$ cat src/rtl/config_frame_writer.sv
// Configuration stream writer for one tile's connection block: filters frames by
// tile ID, assembles the payload in a shadow register and commits it to c with a cset strobe.
module config_frame_writer #(
    parameter int W          = 16,
    parameter int DATAIN     = 8,
    parameter int DATAOUT    = 16,
    parameter int CONF_WIDTH = W * (DATAIN + DATAOUT),
    parameter int IW         = 32,
    parameter int NWORDS     = (CONF_WIDTH + IW - 1) / IW,
    parameter int ID_W       = 8,
    parameter int TILE_ID    = 0
) (
    input  logic                  clk,
    input  logic                  rst,
    input  logic                  cfg_valid,
    output logic                  cfg_ready,
    input  logic [IW-1:0]         cfg_data,
    input  logic                  cfg_last,
    output logic [CONF_WIDTH-1:0] c,
    output logic                  cset,
    output logic                  done,
    output logic                  err
);

    typedef enum logic [1:0] {S_HDR, S_LOAD, S_SKIP, S_COMMIT} state_t;

    localparam int                CNT_W    = (NWORDS > 1) ? $clog2(NWORDS) : 1;
    localparam logic [CNT_W-1:0]  LAST_CNT = CNT_W'(NWORDS - 1);
    localparam logic [ID_W-1:0]   MY_ID    = ID_W'(TILE_ID);
    localparam int                PAD_W    = NWORDS * IW;

    state_t                  state_q, state_d;
    logic [CNT_W-1:0]        cnt_q, cnt_d;
    logic [CONF_WIDTH-1:0]   shadow_q, shadow_d;
    logic [CONF_WIDTH-1:0]   c_q, c_d;
    logic                    cset_q, cset_d;
    logic                    err_q, err_d;
    logic                    xfer;
    logic                    id_hit;
    logic [PAD_W-1:0]        pad;

    assign cfg_ready = (state_q != S_COMMIT);
    assign xfer      = cfg_valid && cfg_ready;
    assign id_hit    = (cfg_data[ID_W-1:0] == MY_ID) || (&cfg_data[ID_W-1:0]);

    always_ff @(posedge clk or posedge rst) begin
        if (rst) begin
            state_q  <= S_HDR;
            cnt_q    <= '0;
            shadow_q <= '0;
            c_q      <= '0;
            cset_q   <= 1'b0;
            err_q    <= 1'b0;
        end else begin
            state_q  <= state_d;
            cnt_q    <= cnt_d;
            shadow_q <= shadow_d;
            c_q      <= c_d;
            cset_q   <= cset_d;
            err_q    <= err_d;
        end
    end

    always_comb begin
        state_d  = state_q;
        cnt_d    = cnt_q;
        shadow_d = shadow_q;
        c_d      = c_q;
        // Padded view lets the last word carry bits past CONF_WIDTH that are then dropped.
        pad                  = '0;
        pad[CONF_WIDTH-1:0]  = shadow_q;
        pad[cnt_q*IW +: IW]  = cfg_data;
        case (state_q)
            S_HDR: begin
                if (xfer && !cfg_last) begin
                    if (id_hit) begin
                        state_d = S_LOAD;
                        cnt_d   = '0;
                    end else begin
                        state_d = S_SKIP;
                    end
                end
            end
            S_LOAD: begin
                if (xfer) begin
                    shadow_d = pad[CONF_WIDTH-1:0];
                    cnt_d    = cnt_q + 1'b1;
                    if (cnt_q == LAST_CNT) begin
                        state_d = cfg_last ? S_COMMIT : S_SKIP;
                    end else if (cfg_last) begin
                        state_d = S_HDR;
                    end
                end
            end
            S_SKIP: begin
                if (xfer && cfg_last) begin
                    state_d = S_HDR;
                end
            end
            S_COMMIT: begin
                state_d = S_HDR;
                c_d     = shadow_q;
            end
            default: state_d = S_HDR;
        endcase
    end

    always_comb begin
        cset_d = (state_q == S_COMMIT);
        err_d  = 1'b0;
        if (xfer) begin
            case (state_q)
                S_HDR:   err_d = cfg_last;
                S_LOAD:  err_d = (cnt_q == LAST_CNT) ? !cfg_last : cfg_last;
                default: err_d = 1'b0;
            endcase
        end
    end

    assign c    = c_q;
    assign cset = cset_q;
    assign done = cset_q;
    assign err  = err_q;

endmodule

$ cat config.mk
export PLATFORM = sky130hd
export DESIGN_NAME = config_frame_writer
export DESIGN_NICKNAME = d
export VERILOG_FILES = /design/src/rtl/config_frame_writer.sv
export SDC_FILE = /design/constraint.sdc
export NUM_CORES = 2
export LEC_CHECK = 0
export BUFFER_PORTS_ARGS = -buffer_cell sky130_fd_sc_hd__buf_4
export CORE_ASPECT_RATIO = 1.1
export CORE_MARGIN = 2
export CORE_UTILIZATION = 25
export DETAILED_ROUTE_END_ITERATION = 8
export PLACE_DENSITY = 0.41
export SLEW_MARGIN = 5
export SYNTH_ARGS = -nofsm -noshare
export SYNTH_HDL_FRONTEND = slang
export SYNTH_SLANG_ARGS = --single-unit
$ cat constraint.sdc
create_clock -name clk -period 30.4 [get_ports clk]
set_clock_uncertainty 0.2 [all_clocks]
set_input_delay 3.04 -clock clk [delete_from_list [all_inputs] [get_ports clk]]
set_output_delay 3.04 -clock clk [all_outputs]
set_load 0.005 [all_outputs]
-- Word level (Yosys, flattened, before mapping)
Cells that the tools add are included.
- add/sub/neg operators: 2
- equality and inequality tests: 10
- shift-type cells: 2
- mux-type cells: 16
- reductions and logical operators: 12
- operators by type and width (operator ; count):
    $bwmux W384 ; 1
    $shift A32 B34 Y384 const A ; 1
    $shiftx A32 B34 Y384 ; 1
    $neg A9 Y34 ; 1
    $mux W2 ; 6
    $mux W4 ; 3
    $ne A2 B2 Y1 const B ; 5
    $logic_not A8 Y1 ; 1
    $pmux W2 S4 ; 1
    $pmux W4 S2 ; 1
    $reduce_and A4 Y1 ; 2
    $reduce_and A8 Y1 ; 1
    $add A4 B1 Y4 const B ; 1
    $eq A2 B2 Y1 const B ; 2
    $eq A4 B4 Y1 const B ; 1
    $logic_and A1 B1 Y1 ; 3
    $mux W1 ; 3
    $ne A3 B3 Y1 const B ; 1
    $eq A2 B1 Y1 const B ; 1
    $logic_not A2 Y1 ; 1
    $pmux W1 S2 ; 1
    $reduce_and A2 Y1 ; 1
    $reduce_bool A2 Y1 ; 1
    $logic_not A1 Y1 ; 1
    $logic_or A1 B1 Y1 ; 1
- register bits after elaboration: 776
- output and inout bits: 388
- word-level logic and storage cells: 48

-- Longest topological paths before layout
- word-level depth: 5
- gate-level depth with buffers: 11
- mapped depth without buffers: 8

-- Least setup slack after synthesis
Ideal clock, no wire load.
- path type: register to output
- from: register state_q[1]
- to: output port cfg_ready
- data arrival time: 1.308 ns
- setup slack: 25.852 ns
- cell stages (with the launch flop): 6
- buffers on the path: 4
- path through: dfrtp_1 clkbuf_1 nand2_1 buf_2 clkbuf_1 clkbuf_1
- longest elaborated chain between the ends: 1
- RTL lines (element ; RTL line ; source):
    start: declaration ; 32 ; state_t state_q, state_d;
    start signal: assignment ; 55 ; state_q <= state_d;
    $ne A2 B2 Y1 ; 42 ; assign cfg_ready = (state_q != S_COMMIT);
    end: declaration ; 16 ; output logic cfg_ready,
No other way between the ends.

==> flow_metrics.env <==
export IMPL_status="completed"
export IMPL_async_reset_ff_share_pct=100
export IMPL_fin_area_sq_um=37000
export IMPL_start_util_pct=25.1
export IMPL_finalCritPeriodShare_pct=21.8
export IMPL_dpl_hpwl_microns=61900
export IMPL_synthMostInstantiatedCell="dfrtp_1"
export IMPL_synthCells=2360
export IMPL_synth_nets=2403
export IMPL_ios=424
export IMPL_fmax_ghz=0.151
export IMPL_clock_root_buffer="clkbuf_16"
export IMPL_htreeDepth=3
export IMPL_maxCapViolations=0
export IMPL_drt_pass1_iterations=6
export IMPL_initialDrtViolationCount=1062
export IMPL_cts_sinks=776
export IMPL_holdPathStages=2
export IMPL_path_buf_inv=6
export IMPL_post_cts_buffers=0
export IMPL_hold_start="shadow_q[4]"
export IMPL_synth_edff_count=0
export IMPL_final_min_clock_period_ps=6620
export IMPL_finalWirelength_microns=96900
export IMPL_synth_top_area_share_pct=65.8
export IMPL_crit_required_ps=30820
export IMPL_die_x_microns=332
export IMPL_ant_nets=0
export IMPL_overflow=0
export IMPL_core_region_area_sq_um=117000
export IMPL_relSlewSlack_pct=23.0
export IMPL_synthFlopType="dfrtp_1"
export IMPL_grt_first_pass_wirelength_microns=142000
export IMPL_drv_slew=0
export IMPL_tightest_slew_ps=1150
export IMPL_syn_area_sq_um=29500
export IMPL_total_power_w=0.00375
export IMPL_cts_buffer_depth=3
export IMPL_final_util_pct=31.5
export IMPL_final_layout_size_suffix_gt1_share_pct=36.6
export IMPL_via_count=19000
export IMPL_path_cells="buf_4, inv_8, buf_4, buf_4, buf_4, buf_4"
export IMPL_ctsHoldBuffers=0
export IMPL_synth_top_area_cell="dfrtp_1"
export IMPL_critical_path_class="primary input to asynchronous set/reset pin"
export IMPL_drc=0
export IMPL_numCtsBuffers=89
export IMPL_area_delta_synth_final_pct=25.5
export IMPL_rows=132
export IMPL_rsz0062_at_grt="false"
export IMPL_ys_seq_elements=776
export IMPL_endpoint_kind="asynchronous set/reset pin"
export IMPL_clkLatencyLatePin_ps=660
export IMPL_cts_resized=0
export IMPL_critPathLaunchType="primary input"
export IMPL_cts_tree="done"
export IMPL_place_congestion=0.751
export IMPL_ys_warn_count=0
export IMPL_pwr_density_cell_nw_per_um2=101
export IMPL_r2r_slack_ps=26200
export IMPL_die_y_microns=364
export IMPL_max_stage_delay_ps=900
export IMPL_tns_ps=0
export IMPL_grt_pass1_vias=19700
export IMPL_whs_endpoint="shadow_q[4]"
export IMPL_cp_max_fo=116
export IMPL_antenna_found_initial=10
export IMPL_postPlaceCellArea_sq_um=34200
export IMPL_finalHoldViolCount=0
export IMPL_routedWlPerCell_microns=22.2
export IMPL_synthTopCellsByCount="776 x dfrtp_1, 445 x nand2_1, 412 x mux2_2, 334 x o21ai_0, 80 x clkbuf_1"
export IMPL_slowest_stage="buf_4"
export IMPL_synth_cell_types=45
export IMPL_cp_common_cell="buf_4"
export IMPL_layout_nets=2791
export IMPL_setup_violations=0
export IMPL_synth_area_top_cells="dfrtp_1 66%, mux2_2 16%, o21ai_0 5.7%"
export IMPL_fp_dieArea_sq_um=121000
export IMPL_hold_class="flop to flop"
export IMPL_ff2ff_path_depth=6
export IMPL_arrival_ps=7050
export IMPL_track_usage_pct=16.0
export IMPL_ir_drop_uv=44.7
export IMPL_grt_max_degree=153
export IMPL_portBuffers=423
export IMPL_postSynthAreaPerCell_sq_um=12.5
export IMPL_rr_startpoint="cnt_q[0]"
export IMPL_clk_pin_slew_ps=60
export IMPL_seq_area_frac_synth_pct=65.8
export IMPL_timing_rr_end="shadow_q[349]"
export IMPL_viasPerCell=4.36
export IMPL_path_delay_family="buffers and inverters"
export IMPL_p_leak_nw=18.3
-- registers in the layout, indices dropped and copies added, names as in the netlist --
name / count
c: 384
shadow_q: 384
cnt_q: 4
state_q: 2
cset: 1
err: 1
-- worst max path at each step --
stage / from / endpoint / slack [ps] / cells past startpoint
4_1_cts: rst / shadow_q[295] / 23610 / 6
5_1_grt: rst / c[41] / 23080 / 6
6_report: rst / shadow_q[278] / 23780 / 6
3_5_place_dp: rst / c[153] / 22840 / 6
3_3_place_gp: rst / c[153] / 23030 / 6
2_1_floorplan: rst / c[0] / 5380 / 1
-- power by group --
group	switching [W]	internal, W
registers	0.000227	0.00139
clock network	0.000439	0.000609
logic	0.000567	0.000513
total	0.00123	0.00252
-- final cells by class --
class                      instances  area [sq um]
fill                           11800         80400
sequential                       776         19400
multi-input combinational       1373          9210
timing repair buffer             449          3380
clock buffer                     127          2540
tap                             1541          1930
clock inverter                    34           304
inverter                          59           229
antenna                            5          12.5
-- stage by stage --
stage,cells,setup WS (ps),hold WS (ps)
after floorplan,2360,5380,246
after CTS,4359,23610,279
after global routing,4359,23080,292
final,4364,23780,274
after global placement,4198,23030,256
after detailed placement,4198,22840,266
-- logic make-up after synthesis --
family	Yosys count	synth area share [%]
mux	416	15.9
xor+xnor	4	0.144
buf+inv	211	3.18
flops	776	65.8
compound gates	370	6.49
simple gates	576	8.18
fa+ha+maj	7	0.297
-- cell usage in the layout (no fill, tap or decap), types with 3 or more instances in the layout --
cell	n
dfrtp_1	776
clkbuf_1	22
inv_1	58
ha_1	7
inv_6	4
nand2_1	438
and2_1	15
xnor2_1	3
clkinv_2	19
nor2_1	33
nand3_1	35
clkbuf_8	15
mux2_2	412
nand2_2	7
buf_4	448
nor4_1	3
o21ai_0	334
clkbuf_16	90
mux2_1	4
o21ai_1	22
a21oi_1	5
diode_2	5
nand4_1	19
clkinvlp_4	4
bufinv_16	3
-- layer usage --
metal / vias to the layer above / track usage, % / wire length (microns)
li1: 8755 / - / -
met1: 9702 / 20.8 / 42500
met2: 478 / 27.2 / 47800
met3: 111 / 3.01 / 4720
met4: 0 / 4.66 / 1930
met5: - / 0 / 0
-- worst register-to-register path: stages (launching register included) --
cell and delay (ps):
dfrtp_1 680, inv_1 300, ha_1 360, xor2_2 240
nor2_2 820, and3_2 1010, mux2_2 460
Power figures use the tool's default switching activity.
